`config.mk`:
```
export PLATFORM = sky130hd
export DESIGN_NAME = systolic_array
export DESIGN_NICKNAME = d
export VERILOG_FILES = /design/src/rtl/systolic_array.sv
export SDC_FILE = /design/constraint.sdc
export NUM_CORES = 2
export LEC_CHECK = 0
export BUFFER_PORTS_ARGS = -buffer_cell sky130_fd_sc_hd__buf_4
export CAP_MARGIN = 15
export CORE_MARGIN = 3
export CORE_UTILIZATION = 55
export CTS_BUF_LIST = sky130_fd_sc_hd__clkbuf_4 sky130_fd_sc_hd__clkbuf_8 sky130_fd_sc_hd__clkbuf_16
export CTS_CLUSTER_DIAMETER = 50
export DETAILED_ROUTE_END_ITERATION = 8
export GPL_ROUTABILITY_DRIVEN = 0
export PLACE_DENSITY = 0.79
export SETUP_SLACK_MARGIN = 0.4
export SYNTH_ARGS = -nofsm -noshare
export SYNTH_HDL_FRONTEND = slang
export SYNTH_SLANG_ARGS = --single-unit
```
`constraint.sdc`:
```
create_clock -name clk -period 11.6 [get_ports clk]
set_clock_uncertainty 0.2 [all_clocks]
set_input_delay 1.16 -clock clk [delete_from_list [all_inputs] [get_ports clk]]
set_output_delay 1.16 -clock clk [all_outputs]
set_load 0.1 [all_outputs]
```
`src/rtl/systolic_array.sv`:
```
// Output-stationary SIZE x SIZE systolic array of unsigned 8-bit MAC processing elements.
// Computes C = A*B over a fixed window of 3*SIZE-2 cycles, then raises done and holds C.
module systolic_array #(
    parameter int SIZE = 4
) (
    input  logic        clk,
    input  logic        rst,
    input  logic [7:0]  in_west  [SIZE],
    input  logic [7:0]  in_north [SIZE],
    output logic        done,
    output logic [31:0] result   [SIZE][SIZE]
);

    localparam logic [31:0] LAST = 32'(3 * SIZE - 2);

    logic [31:0] cnt;
    logic        active;

    logic [7:0]  a_q  [SIZE][SIZE];
    logic [7:0]  b_q  [SIZE][SIZE];
    logic [31:0] acc  [SIZE][SIZE];

    logic [7:0]  a_in [SIZE][SIZE];
    logic [7:0]  b_in [SIZE][SIZE];
    logic [15:0] prod [SIZE][SIZE];

    // Once the window closes every register freezes, so result stays stable while done=1.
    assign active = (cnt < LAST);

    // Operand routing: edge PEs take the array inputs, inner PEs take the neighbour's registered copy.
    always_comb begin
        for (int i = 0; i < SIZE; i++) begin
            a_in[i][0] = in_west[i];
            b_in[0][i] = in_north[i];
        end
        for (int i = 0; i < SIZE; i++) begin
            for (int j = 1; j < SIZE; j++) begin
                a_in[i][j] = a_q[i][j-1];
                b_in[j][i] = b_q[j-1][i];
            end
        end
        for (int i = 0; i < SIZE; i++) begin
            for (int j = 0; j < SIZE; j++) begin
                prod[i][j] = a_in[i][j] * b_in[i][j];
            end
        end
    end

    // NOTE: every register here uses <= so all PEs sample their neighbours' pre-edge values,
    // which is what gives the one-cycle-per-hop skew through the array.
    always_ff @(posedge clk) begin
        if (rst) begin
            cnt  <= '0;
            done <= 1'b0;
            for (int i = 0; i < SIZE; i++) begin
                for (int j = 0; j < SIZE; j++) begin
                    a_q[i][j] <= '0;
                    b_q[i][j] <= '0;
                    acc[i][j] <= '0;
                end
            end
        end else if (active) begin
            cnt <= cnt + 32'd1;
            if (cnt == LAST - 32'd1) begin
                done <= 1'b1;
            end
            for (int i = 0; i < SIZE; i++) begin
                for (int j = 0; j < SIZE; j++) begin
                    a_q[i][j] <= a_in[i][j];
                    b_q[i][j] <= b_in[i][j];
                    acc[i][j] <= acc[i][j] + {16'd0, prod[i][j]};
                end
            end
        end
    end

    always_comb begin
        for (int i = 0; i < SIZE; i++) begin
            for (int j = 0; j < SIZE; j++) begin
                result[i][j] = acc[i][j];
            end
        end
    end

endmodule

```
==> out/results.txt <==
Fin area - 82000 um^2
Delay-heaviest family, CP - adder cells
Hold Vio Cnt, Final - 0
Area after DPL - 78100 um^2
Register Area - 21800 um^2
Nature of the critical path endpoint - register
Post-CTS setup buffer count - 0
Crit path cell chain - nand2_1 -> fa_1 -> inv_1 -> fa_1 -> fa_1 -> inv_1 -> fa_1 -> inv_1 -> ha_1 -> o21a_1 -> o21a_1 -> o221a_1 -> a41o_1 -> a21oi_1 -> nor2b_1 -> xnor2_1 -> nor2_1
Maximum vdd ir drop - 183 uV
Cell Count, Final, Fillers Out - 9705
Post-synthesis adder-cell area fraction - 0.337
Avg Inst Size Synth - 9.84 um^2
Sw Pwr - 0.00481 W
WL/cell - 18.1 um
Ranking of synthesized cells by area - edfxtp_1 29%, fa_1 22%, ha_1 11%
Crit share post-route - 0.494
Most frequent cells in the layout - 1532 x inv_1, 832 x and2_1, 800 x fa_1
1st-iter DRT viols - 3215
Initial core utilization - 0.555
Setup violators final - 0
IO buf count - 578
Combinational share of power - 0.406
CP Buf/Inv Count - 3
RSZ-0062 raised after global routing - no
Layout Nets - 9382
Max Clk Rate - 175 MHz
Switching share of power - 0.416
XOR/XNOR share of the synthesized area - 0.0435
P_int - 0.00676 W
Clock power share - 0.299
Worst-path fanout max - 9
Post-Synth Simple-Gate Area - 0.167
CP max-delay cell - a21oi_1
Min cycle time layout - 5.73 ns
Core area - 130000 um^2
Synth Flop Type - edfxtp_1
EDFF count, synth - 704
Main combinational cell family by area after synthesis - adder cells
# fillers - 10335
Hold Crit Start - cnt[16]$_SDFFE_PP0P_
GRT Total Usage - 0.263
ANT nets after route - 0
Clock Latency Late Sink - 0.73 ns
Boundary Pins - 579
Post-detail-place hpwl - 137000 um
Die area - 135000 um^2
Total CTS buffers - 114
Synth warn - 0
Worst reg2reg startpoint - a_q[2][31]$_SDFFCE_PN0P_
Wirelength, routed - 176000 um
Post_cts resized - 0
Num rows - 132
Commonest non-fill, non-tap cell in the layout - inv_1
Worst R2R End - acc[1][86]$_SDFFCE_PN0P_
P_leak - 41.5 nW
Drt via density - 5.38
Flop pwr share - 0.294
Placed Cells - 9484
Multiplexer area fraction after synthesis - 0
Die height - 368 um
Share of post-route cells with drive strength above 1 - 0.102
Reg2reg path depth - 17
Initial antenna violation count - 16
Yosys cell types - 73
Max Cap Violations - 0
Required time worst endpoint - 11.84 ns
Asr flop ratio synth - 0
Drc violations - 0
Die extent in x - 368 um
Largest net degree at the start of global routing - 182
Max incr delay on CP - 0.66 ns
Overflow after GRT - 0
Slew margin rel. - 0.218
Critical Path Source Type - register
Gate Count Post-Synth - 7314
Area of the multi-input gates - 43800 um^2
Worst Hold End - cnt[16]$_SDFFE_PP0P_
Arr. time, crit path - 5.97 ns
Critical path type - reg2reg
Pwr Density - 141 nW/um^2
Netlist Area Pre-Place - 72000 um^2
CTS tree - yes
WHS Path Cells - 1
FF-to-FF setup slack - 5.87 ns
H-Tree Depth - 3
Detailed-route via count - 52179
Crit-path most repeated cell - fa_1
Post-synthesis compound-gate area fraction - 0.0614
Total power - 0.0116 W
Post-synthesis sequential area ratio - 0.303
Sink Count - 737
Hold_buf cts - 0
Post-Syn Nets - 8838
Clock transition at path regs - 0.06 ns
DRT Pass-1 Iters - 5
Worst min path class - reg2reg
Root Driver - clkbuf_16
Largest area contributor in the netlist - edfxtp_1
Synth-to-Final Area Change - 13.8%
Maximum buffer depth of the clock tree - 3
Hold_ws - 0.265 ns
Worst-Margin Slew - 1.17 ns
Yosys reg bits - 737
First-pass GRT wire length - 288000 um
Vias in the first global route - 54843
Setup TNS - 0 ns
Post-synth top area share - 0.294
Status - finished clean
Slew Viols, Final - 0
-- registers in the layout (all words and copies together), names as in the netlist --
name / flops
b_q: 96
cnt: 32
acc: 512
done: 1
a_q: 96
-- layout make-up --
type	count	share of cell area
diodes	12	0.000366
clock buffers	130	0.0369
well taps	1742	0.0266
repair buffers	591	0.0547
flip-flops and latches	737	0.266
clock inverters	79	0.0102
multi-input cells	4880	0.535
inverters	1534	0.0703
-- stage by stage --
stage / worst slack, ns / utilization
after floorplan: 0.772 / -
after global placement: 5.36 / 0.601
after detailed placement: 5.31 / 0.601
after CTS: 5.81 / 0.631
after global routing: 5.54 / 0.631
final: 5.87 / 0.631
-- per-layer routing --
| metal | part of all wire | GRT usage |
|---|---|---|
| met1 | 0.40 | 0.332 |
| met2 | 0.48 | 0.442 |
| met3 | 0.075 | 0.0566 |
| met4 | 0.040 | 0.104 |
| met5 | 0.00026 | 0 |
-- kinds of logic (layout without fill, tap and decap cells) --
group                    count (synthesis)  after routing
other                                    0             12
AND/OR/NAND/NOR                       2382           2382
XOR/XNOR                               358            358
AO/OA/AOI/OAI                          682            682
buffers and inverters                 1697           2334
adder cells (fa/ha/maj)               1458           1458
flip-flops                             737            737
-- worst register-to-register path, cell delays in order, from the launching register on --
cell and delay [ns]:
edfxtp_1 0.56, nand2_1 0.15, fa_1 0.53, inv_1 0.06, fa_1 0.49, fa_1 0.55
inv_1 0.05, fa_1 0.48, inv_1 0.05, ha_1 0.34, o21a_1 0.19, o21a_1 0.18
o221a_1 0.25, a41o_1 0.31, a21oi_1 0.66, nor2b_1 0.15, xnor2_1 0.19, nor2_1 0.06
-- power by group through the flow --
stage / Combinational [W] / Sequential, W / Clock, W
6_report: 0.00470 / 0.00341 / 0.00346
5_1_grt: 0.00521 / 0.00343 / 0.00364
4_1_cts: 0.00472 / 0.00341 / 0.00353
3_5_place_dp: 0.00467 / 0.00346 / 0
3_3_place_gp: 0.00454 / 0.00345 / 0
2_1_floorplan: 0.00244 / 0.00457 / 0
-- Yosys cell counts, types with 4 or more instances --
cell,count
and4_1,6
a211oi_1,54
nand3_1,106
ha_1,658
edfxtp_1,704
inv_1,1532
xor2_1,215
buf_1,6
fa_1,800
or2_2,5
a41o_1,4
or4_1,4
a21oi_1,164
and3_1,74
a21o_1,107
a21boi_1,5
o21ai_0,105
dfxtp_1,33
or3_1,27
o31ai_1,9
nor4_1,12
nor2b_1,76
o21bai_1,15
nand2_1,602
nor3_1,71
nor3b_1,7
o21ai_1,51
o211ai_1,15
a31oi_1,26
nor2_1,478
a2111oi_0,5
o2111ai_1,8
nand4_1,45
o31a_1,13
a221o_1,5
xnor2_1,143
a211o_1,6
nand2b_1,28
clkbuf_1,157
o21a_1,46
a221oi_1,4
and2_1,832
-- worst max path at each step --
stage	end	from	cells after the start
6_report	acc[1][86]$_SDFFCE_PN0P_	a_q[2][31]$_SDFFCE_PN0P_	17
5_1_grt	acc[1][86]$_SDFFCE_PN0P_	b_q[0][48]$_SDFFCE_PN0P_	17
4_1_cts	acc[1][86]$_SDFFCE_PN0P_	b_q[0][48]$_SDFFCE_PN0P_	17
3_5_place_dp	acc[0][247]$_SDFFCE_PN0P_	in_west[21]	17
3_3_place_gp	acc[0][245]$_SDFFCE_PN0P_	in_west[21]	17
2_1_floorplan	a_q[0][10]$_SDFFCE_PN0P_	rst	2
(Power assumes the default switching activity.)
